File: src/rtl/rtc_escr_pkg.sv
// rtc_escr_pkg
// Shared constants and types for the RTC write sequencer: RTC register
// addresses, the transfer command byte, default bus timing, the entry count
// and the state encodings of the top FSM and of the bus-phase engine.
// Build option: ESCR_TIMER_EN adds the three timer registers (entries 6-8)
// to the write list.
package rtc_escr_pkg;

    localparam int T_SETUP_DEF  = 2;
    localparam int T_STROBE_DEF = 4;
    localparam int T_HOLD_DEF   = 2;

    localparam logic [7:0] ADDR_SEG      = 8'h21;
    localparam logic [7:0] ADDR_MIN      = 8'h22;
    localparam logic [7:0] ADDR_HORA     = 8'h23;
    localparam logic [7:0] ADDR_DIA      = 8'h24;
    localparam logic [7:0] ADDR_MES      = 8'h25;
    localparam logic [7:0] ADDR_ANIO     = 8'h26;
    localparam logic [7:0] ADDR_SEG_TIM  = 8'h41;
    localparam logic [7:0] ADDR_MIN_TIM  = 8'h42;
    localparam logic [7:0] ADDR_HORA_TIM = 8'h43;

    // Copies the written holding registers into the RTC counters.
    localparam logic [7:0] CMD_TRANSFER  = 8'hF1;

`ifdef ESCR_TIMER_EN
    localparam int N_ENTRIES = 9;
`else
    localparam int N_ENTRIES = 6;
`endif

    localparam logic [3:0] LAST_ENTRY = 4'(N_ENTRIES - 1);
    localparam logic [3:0] SEL_CMD    = 4'hF;

    typedef enum logic [2:0] {
        ST_IDLE,
        ST_ADDR,
        ST_DATA,
        ST_CMD,
        ST_FIN
    } escr_state_t;

    typedef enum logic [2:0] {
        PH_IDLE,
        PH_SETUP,
        PH_STROBE,
        PH_HOLD,
        PH_GAP
    } phase_state_t;

    function automatic logic [7:0] entry_addr(input logic [3:0] idx);
        logic [7:0] addr;
        case (idx)
            4'd0:    addr = ADDR_SEG;
            4'd1:    addr = ADDR_MIN;
            4'd2:    addr = ADDR_HORA;
            4'd3:    addr = ADDR_DIA;
            4'd4:    addr = ADDR_MES;
            4'd5:    addr = ADDR_ANIO;
            4'd6:    addr = ADDR_SEG_TIM;
            4'd7:    addr = ADDR_MIN_TIM;
            4'd8:    addr = ADDR_HORA_TIM;
            default: addr = 8'h00;
        endcase
        return addr;
    endfunction

endpackage

File: src/rtl/rtc_bus_phase.sv
// rtc_bus_phase
// Runs one RTC bus phase: SETUP (T_SETUP) / STROBE (T_STROBE) / HOLD (T_HOLD)
// / GAP (1), i.e. T_SETUP+T_STROBE+T_HOLD+1 cycles. a_d and the bus byte are
// captured on go and held for the whole phase, GAP included. A go seen in the
// GAP cycle chains straight into the next phase with no idle cycle.
// Ports:
//   clk, reset     system clock, synchronous active-high reset
//   go             start a phase (accepted in idle or in GAP)
//   a_d_in, byte_in  address/data select and bus byte for the phase
//   cs, wr         RTC chip select / write strobe, active low
//   a_d, bus_out   held phase values
//   bus_oe         tristate enable, high while cs is low
//   phase_done     high in the GAP cycle
//
// state     | meaning
// PH_IDLE   | no phase, bus released, a_d=1, bus_out=0
// PH_SETUP  | cs low, bus driven, wr high
// PH_STROBE | cs low, wr low
// PH_HOLD   | cs low, wr high, bus still driven
// PH_GAP    | cs high, bus released, phase_done
module rtc_bus_phase
    import rtc_escr_pkg::*;
#(
    parameter int T_SETUP  = T_SETUP_DEF,
    parameter int T_STROBE = T_STROBE_DEF,
    parameter int T_HOLD   = T_HOLD_DEF
) (
    input  logic       clk,
    input  logic       reset,
    input  logic       go,
    input  logic       a_d_in,
    input  logic [7:0] byte_in,
    output logic       cs,
    output logic       wr,
    output logic       a_d,
    output logic [7:0] bus_out,
    output logic       bus_oe,
    output logic       phase_done
);

    localparam int P     = T_SETUP + T_STROBE + T_HOLD + 1;
    localparam int CNT_W = $clog2(P);

    phase_state_t      p_state, p_next;
    logic [CNT_W-1:0]  cnt;
    logic              a_d_q;
    logic [7:0]        bus_q;
    logic              load;

    assign load = go && (p_state == PH_IDLE || p_state == PH_GAP);

    // State register, sub-phase down-counter and held phase values.
    always_ff @(posedge clk) begin
        if (reset) begin
            p_state <= PH_IDLE;
            cnt     <= '0;
            a_d_q   <= 1'b1;
            bus_q   <= 8'h00;
        end else begin
            p_state <= p_next;
            if (p_next != p_state) begin
                case (p_next)
                    PH_SETUP:  cnt <= CNT_W'(T_SETUP - 1);
                    PH_STROBE: cnt <= CNT_W'(T_STROBE - 1);
                    PH_HOLD:   cnt <= CNT_W'(T_HOLD - 1);
                    default:   cnt <= '0;
                endcase
            end else if (cnt != '0) begin
                cnt <= cnt - 1'b1;
            end
            if (load) begin
                a_d_q <= a_d_in;
                bus_q <= byte_in;
            end else if (p_state == PH_GAP) begin
                a_d_q <= 1'b1;
                bus_q <= 8'h00;
            end
        end
    end

    always_comb begin
        p_next = p_state;
        case (p_state)
            PH_IDLE:   if (go) p_next = PH_SETUP;
            PH_SETUP:  if (cnt == '0) p_next = PH_STROBE;
            PH_STROBE: if (cnt == '0) p_next = PH_HOLD;
            PH_HOLD:   if (cnt == '0) p_next = PH_GAP;
            PH_GAP:    p_next = go ? PH_SETUP : PH_IDLE;
            default:   p_next = PH_IDLE;
        endcase
    end

    always_comb begin
        cs         = 1'b1;
        wr         = 1'b1;
        bus_oe     = 1'b0;
        phase_done = 1'b0;
        case (p_state)
            PH_SETUP:  begin cs = 1'b0; bus_oe = 1'b1; end
            PH_STROBE: begin cs = 1'b0; wr = 1'b0; bus_oe = 1'b1; end
            PH_HOLD:   begin cs = 1'b0; bus_oe = 1'b1; end
            PH_GAP:    phase_done = 1'b1;
            default:   ;
        endcase
    end

    assign a_d     = a_d_q;
    assign bus_out = bus_q;

endmodule

File: src/rtl/fsm_escribir_rtc.sv
// fsm_escribir_rtc
// Write sequencer for the RTC multiplexed bus. On start it writes each entry
// of the register list (address phase, then data phase with the value read
// from the register file at index sel) and ends with the 0xF1 transfer
// command phase. Bus phases are produced by rtc_bus_phase.
// Build option: ESCR_TIMER_EN (defined: 9 entries incl. timer; else 6).
// Ports:
//   clk, reset   system clock, synchronous active-high reset
//   start        one-cycle request, honoured only in IDLE
//   dat_in       register-file value for index sel
//   sel          register-file index (4'hF during the command phase)
//   a_d, cs, rd, wr, bus_out, bus_oe   RTC bus pins (rd held high)
//   busy         sequence in progress
//   done         one-cycle pulse at sequence end
//
// state   | meaning
// ST_IDLE | waiting for start
// ST_ADDR | address phase of entry entry_q
// ST_DATA | data phase of entry entry_q
// ST_CMD  | transfer command phase (0xF1)
// ST_FIN  | one cycle, done pulse
module fsm_escribir_rtc
    import rtc_escr_pkg::*;
#(
    parameter int T_SETUP  = T_SETUP_DEF,
    parameter int T_STROBE = T_STROBE_DEF,
    parameter int T_HOLD   = T_HOLD_DEF
) (
    input  logic       clk,
    input  logic       reset,
    input  logic       start,
    input  logic [7:0] dat_in,
    output logic [3:0] sel,
    output logic       a_d,
    output logic       cs,
    output logic       rd,
    output logic       wr,
    output logic [7:0] bus_out,
    output logic       bus_oe,
    output logic       busy,
    output logic       done
);

    escr_state_t state, state_next;
    logic [3:0]  entry_q;
    logic [3:0]  sel_q;
    logic        go;
    logic        go_a_d;
    logic [7:0]  go_byte;
    logic        phase_done;
    logic        last_entry;

    assign last_entry = (entry_q == LAST_ENTRY);

    always_ff @(posedge clk) begin
        if (reset) begin
            state   <= ST_IDLE;
            entry_q <= 4'd0;
            sel_q   <= 4'd0;
        end else begin
            state <= state_next;
            case (state)
                ST_IDLE: if (start) begin
                    entry_q <= 4'd0;
                    sel_q   <= 4'd0;
                end
                ST_DATA: if (phase_done) begin
                    if (last_entry) begin
                        sel_q <= SEL_CMD;
                    end else begin
                        entry_q <= entry_q + 4'd1;
                        sel_q   <= entry_q + 4'd1;
                    end
                end
                ST_CMD: if (phase_done) sel_q <= 4'd0;
                default: ;
            endcase
        end
    end

    always_comb begin
        state_next = state;
        case (state)
            ST_IDLE: if (start) state_next = ST_ADDR;
            ST_ADDR: if (phase_done) state_next = ST_DATA;
            ST_DATA: if (phase_done) state_next = last_entry ? ST_CMD : ST_ADDR;
            ST_CMD:  if (phase_done) state_next = ST_FIN;
            ST_FIN:  state_next = ST_IDLE;
            default: state_next = ST_IDLE;
        endcase
    end

    // The next phase is launched in the GAP cycle of the current one so the
    // phases abut. The data byte is captured at the ADDR->DATA boundary,
    // a full phase after sel moved to this entry.
    always_comb begin
        go      = 1'b0;
        go_a_d  = 1'b1;
        go_byte = 8'h00;
        busy    = 1'b0;
        done    = 1'b0;
        case (state)
            ST_IDLE: if (start) begin
                go      = 1'b1;
                go_a_d  = 1'b0;
                go_byte = entry_addr(4'd0);
            end
            ST_ADDR: begin
                busy = 1'b1;
                if (phase_done) begin
                    go      = 1'b1;
                    go_a_d  = 1'b1;
                    go_byte = dat_in;
                end
            end
            ST_DATA: begin
                busy = 1'b1;
                if (phase_done) begin
                    go      = 1'b1;
                    go_a_d  = 1'b0;
                    go_byte = last_entry ? CMD_TRANSFER : entry_addr(entry_q + 4'd1);
                end
            end
            ST_CMD:  busy = 1'b1;
            ST_FIN:  done = 1'b1;
            default: ;
        endcase
    end

    rtc_bus_phase #(
        .T_SETUP  (T_SETUP),
        .T_STROBE (T_STROBE),
        .T_HOLD   (T_HOLD)
    ) u_phase (
        .clk        (clk),
        .reset      (reset),
        .go         (go),
        .a_d_in     (go_a_d),
        .byte_in    (go_byte),
        .cs         (cs),
        .wr         (wr),
        .a_d        (a_d),
        .bus_out    (bus_out),
        .bus_oe     (bus_oe),
        .phase_done (phase_done)
    );

    assign sel = sel_q;
    assign rd  = 1'b1;

endmodule
File: config.mk
export PLATFORM = sky130hd
export DESIGN_NAME = fsm_escribir_rtc
export DESIGN_NICKNAME = d
export VERILOG_FILES = /design/src/rtl/rtc_escr_pkg.sv /design/src/rtl/rtc_bus_phase.sv /design/src/rtl/fsm_escribir_rtc.sv
export SDC_FILE = /design/constraint.sdc
export NUM_CORES = 1
export LEC_CHECK = 0
export CORE_UTILIZATION = 56
export CTS_BUF_LIST = sky130_fd_sc_hd__clkbuf_16
export DETAILED_ROUTE_END_ITERATION = 16
export GPL_TIMING_DRIVEN = 0
export PLACE_DENSITY = 0.93
export SYNTH_ARGS = -nofsm -noshare
export SYNTH_HDL_FRONTEND = slang
export SYNTH_SLANG_ARGS = --single-unit
File: constraint.sdc
create_clock -name clk -period 5.3 [get_ports clk]
set_clock_uncertainty 0.2 [all_clocks]
set_input_delay 0.795 -clock clk [delete_from_list [all_inputs] [get_ports clk]]
set_output_delay 0.795 -clock clk [all_outputs]
set_load 0.05 [all_outputs]
==> reports/results.tsv <==
stage	metric	value	unit
sta	post-route-period-util	58.63	%
die	die_w	56.00	µm
global_route	grt-busiest-layer	met2	
critical_path	critPathCaptureType	primary output	
route	firstDrtPassIters	5	
layout	final_common_cell	nor2_1	
global_route	grt-ovfl-total	0	
global_route	grt_usage	27.25	%
critical_path	critPathArrivalTime	2110	ps
clocking	cts_sinks	27	
sta	final-hold-violation-count	0	
global_route	antenna_found_initial	0	
min_path	hold_path_depth	2	
yosys	yosys_most_used_dff	dfxtp_1	
yosys	async_flop_share	0	%
layout	area_growth_syn_to_layout	23.98	%
die	die_y	56.00	µm
flow_run	max_cap_viol_count	0	
route	drt-total-wl	4.067	mm
clocking	h-tree-depth	1	
yosys	yosysUniqueCellTypes	51	
power	vdd.ir_drop.worst	0.0004376	V
run_status	status	finished clean	
clocking	cts_tree	yes	
layout	drive_gt1_share	8.439	%
clocking	clockBufferDepth	2	
die	rows	19	
sta	finalSetupViolations	0	
sta	period_minus_slack	3107	ps
route	wl_per_cell	15.18	µm
yosys	syn-num-nets	222	
sta	max_slew_margin	46.20	%
place	hpwl	2.835	mm
place	port-buffer-count	27	
clocking	cts-hold-fix-buffers	0	
route	drt-initial-drc-count	83	
place	gp_congestion	0.8987	
global_route	grt_max_degree	17	
critical_path	cp_cell_sequence	buf_2 > nor2_1 > nor2_1 > inv_1 > clkdlybuf4s50_1	
global_route	first_global_vias	1487	
sta	hold_ws	281.1	ps
layout	multi_input_area	978.4	µm²
layout	final_nets	254	
power	powerDensity	362.2	nW/µm²
yosys	synth_edf_count	0	
critical_path	cp_max_fo	9	
layout	fillers	210	
critical_path	crit_top_cell	nor2_1	
critical_path	crit_slowest_cell	clkdlybuf4s50_1	
layout	diodes	0	
die	die_area	3135	µm²
clocking	path_clk_slew	70	ps
critical_path	cp_slowest_stage_delay	790	ps
sta	setup_tns	0	ps
min_path	holdPathEnd	sel[3]	
yosys	syn_area	1633	µm²
die	io_pins	30	
critical_path	reg2reg_slack	2820	ps
sta	worst_pin_slew	805.3	ps
global_route	grt_use_met2	44.73	%
route	via_per_inst	6.119	
critical_path	critPathKind	register to primary output	
global_route	met3_usage	3.488	%
min_path	min-delay-start	sel[3]	
global_route	grt_pass1_wl	6.810	mm
clocking	worstSkewPairLatency	270	ps
critical_path	reg2reg_to	u_phase.bus_out[2]	
layout	regArea	540.5	µm²
die	core	2758	µm²
critical_path	cp-start-kind	register	
yosys	syn_area_per_cell	7.926	µm²
power	p_leak	0.7315	nW
yosys	ys_seq_elements	27	
clocking	post_cts_buffers	0	
yosys	ys_seq_area_share	33.10	%
layout	final_cell_mix	nor2_1, dfxtp_1, clkdlybuf4s50_1	
route	ant_nets	0	
clocking	cts_buffers	3	
route	drc	0	
sta	maxSlewViolCount	0	
critical_path	reg2regPathDepth	7	
global_route	grt_use_met1	36.82	%
yosys	yosys_warnings	0	
critical_path	timing.rr.start	entry_q[1]	
die	start_util	59.21	%
clocking	cts-resized-gates	0	
sta	rsz0062_at_grt	false	
route	num_vias	1640	
layout	fin_util	73.41	%
yosys	syn_inst	206	
critical_path	cp.required	4300	ps
clocking	root_buffer	clkbuf_16	
sta	fmax	321.8	MHz
min_path	min_path_type	register to register	
-- layout make-up --
class	instances	share of cell area (%)
Clock buffer	3	3.708
Sequential cell	27	26.70
Clock inverter	1	0.3708
Multi-Input combinational cell	155	48.33
Timing Repair Buffer	27	13.35
Inverter	8	1.483
Buffer	16	4.141
Tap cell	31	1.916
-- cell families after synthesis --
group | synth area share [%]
xor gates and xnor gates | 3.755
buffers and inverters | 6.973
AOI/OAI and AO/OA | 24.29
adders and majority gates | 3.831
other | 0.2297
DFF | 33.10
muxes | 1.226
and+or+nand+nor | 26.59
-- report_power, final --
group / internal, W / switching (W)
Sequential: 0.000227 / 0.0000165
Clock: 0.000103 / 0.0000757
Combinational: 0.000120 / 0.000191
-- worst max path at each step --
stage | startpoint | to | slack, ps | cells past startpoint
global route | u_phase.p_state[1] | cs | 2070 | 5
floorplan | u_phase.p_state[1] | cs | 2550 | 4
global placement | start | u_phase.bus_out[2] | 2270 | 5
detailed placement | start | u_phase.bus_out[2] | 2270 | 5
finish | u_phase.p_state[1] | cs | 2190 | 5
CTS | u_phase.p_state[1] | cs | 2210 | 5
-- routing by layer --
metal,part of all wire [%],vias up
li1,-,801
met1,44,759
met2,48,71
met3,6.0,9
met4,1.9,0
met5,0,-
-- sequential cells by signal, summed over array words and instances, names as in the netlist --
signal / count
entry_q: 4
sel: 4
state: 3
u_phase.a_d: 1
u_phase.bus_out: 8
u_phase.cnt: 4
u_phase.p_state: 3
-- stage by stage --
step / worst slack (ps) / cells / power, W / area (µm²)
2_1_floorplan: 2552 / 206 / 0.0004778 / 1633
3_3_place_gp: 2270 / 264 / 0.0005437 / 1942
3_5_place_dp: 2266 / 264 / 0.0005518 / 1942
4_1_cts: 2205 / 268 / 0.0007303 / 2024
5_1_grt: 2073 / 268 / 0.0007733 / 2024
6_report: 2193 / 268 / 0.0007332 / 2024
-- critical path, delay by kind of cell, from the launching register on --
family	cells	cell delay, ps
simple gates	2	510
flops	1	300
buf+inv	3	1040
-- synthesized netlist by cell type (2+ instances only) --
cell type | instances | area share, %
a211o_1 | 2 | 1.1
dfxtp_1 | 27 | 33
buf_4 | 3 | 1.4
a221o_1 | 2 | 1.2
nand2_1 | 16 | 3.7
a31oi_1 | 4 | 1.5
or2_2 | 3 | 1.1
nand3_1 | 6 | 1.8
clkbuf_1 | 6 | 1.4
nand3b_1 | 4 | 1.8
nand2b_1 | 3 | 1.1
xor2_1 | 3 | 1.6
nor3b_1 | 2 | 0.92
ha_1 | 5 | 3.8
or4_1 | 2 | 0.92
a211oi_1 | 6 | 2.8
o21ai_0 | 10 | 3.1
xnor2_1 | 4 | 2.1
a22oi_1 | 6 | 2.8
inv_1 | 8 | 1.8
mux2i_1 | 2 | 1.2
buf_1 | 2 | 0.46
a21oi_1 | 15 | 4.6
buf_2 | 4 | 1.2
or3b_2 | 2 | 1.1
nor2_1 | 30 | 6.9
nor3_1 | 3 | 0.92
a221oi_1 | 3 | 1.6
Power figures use the tool's default switching activity.
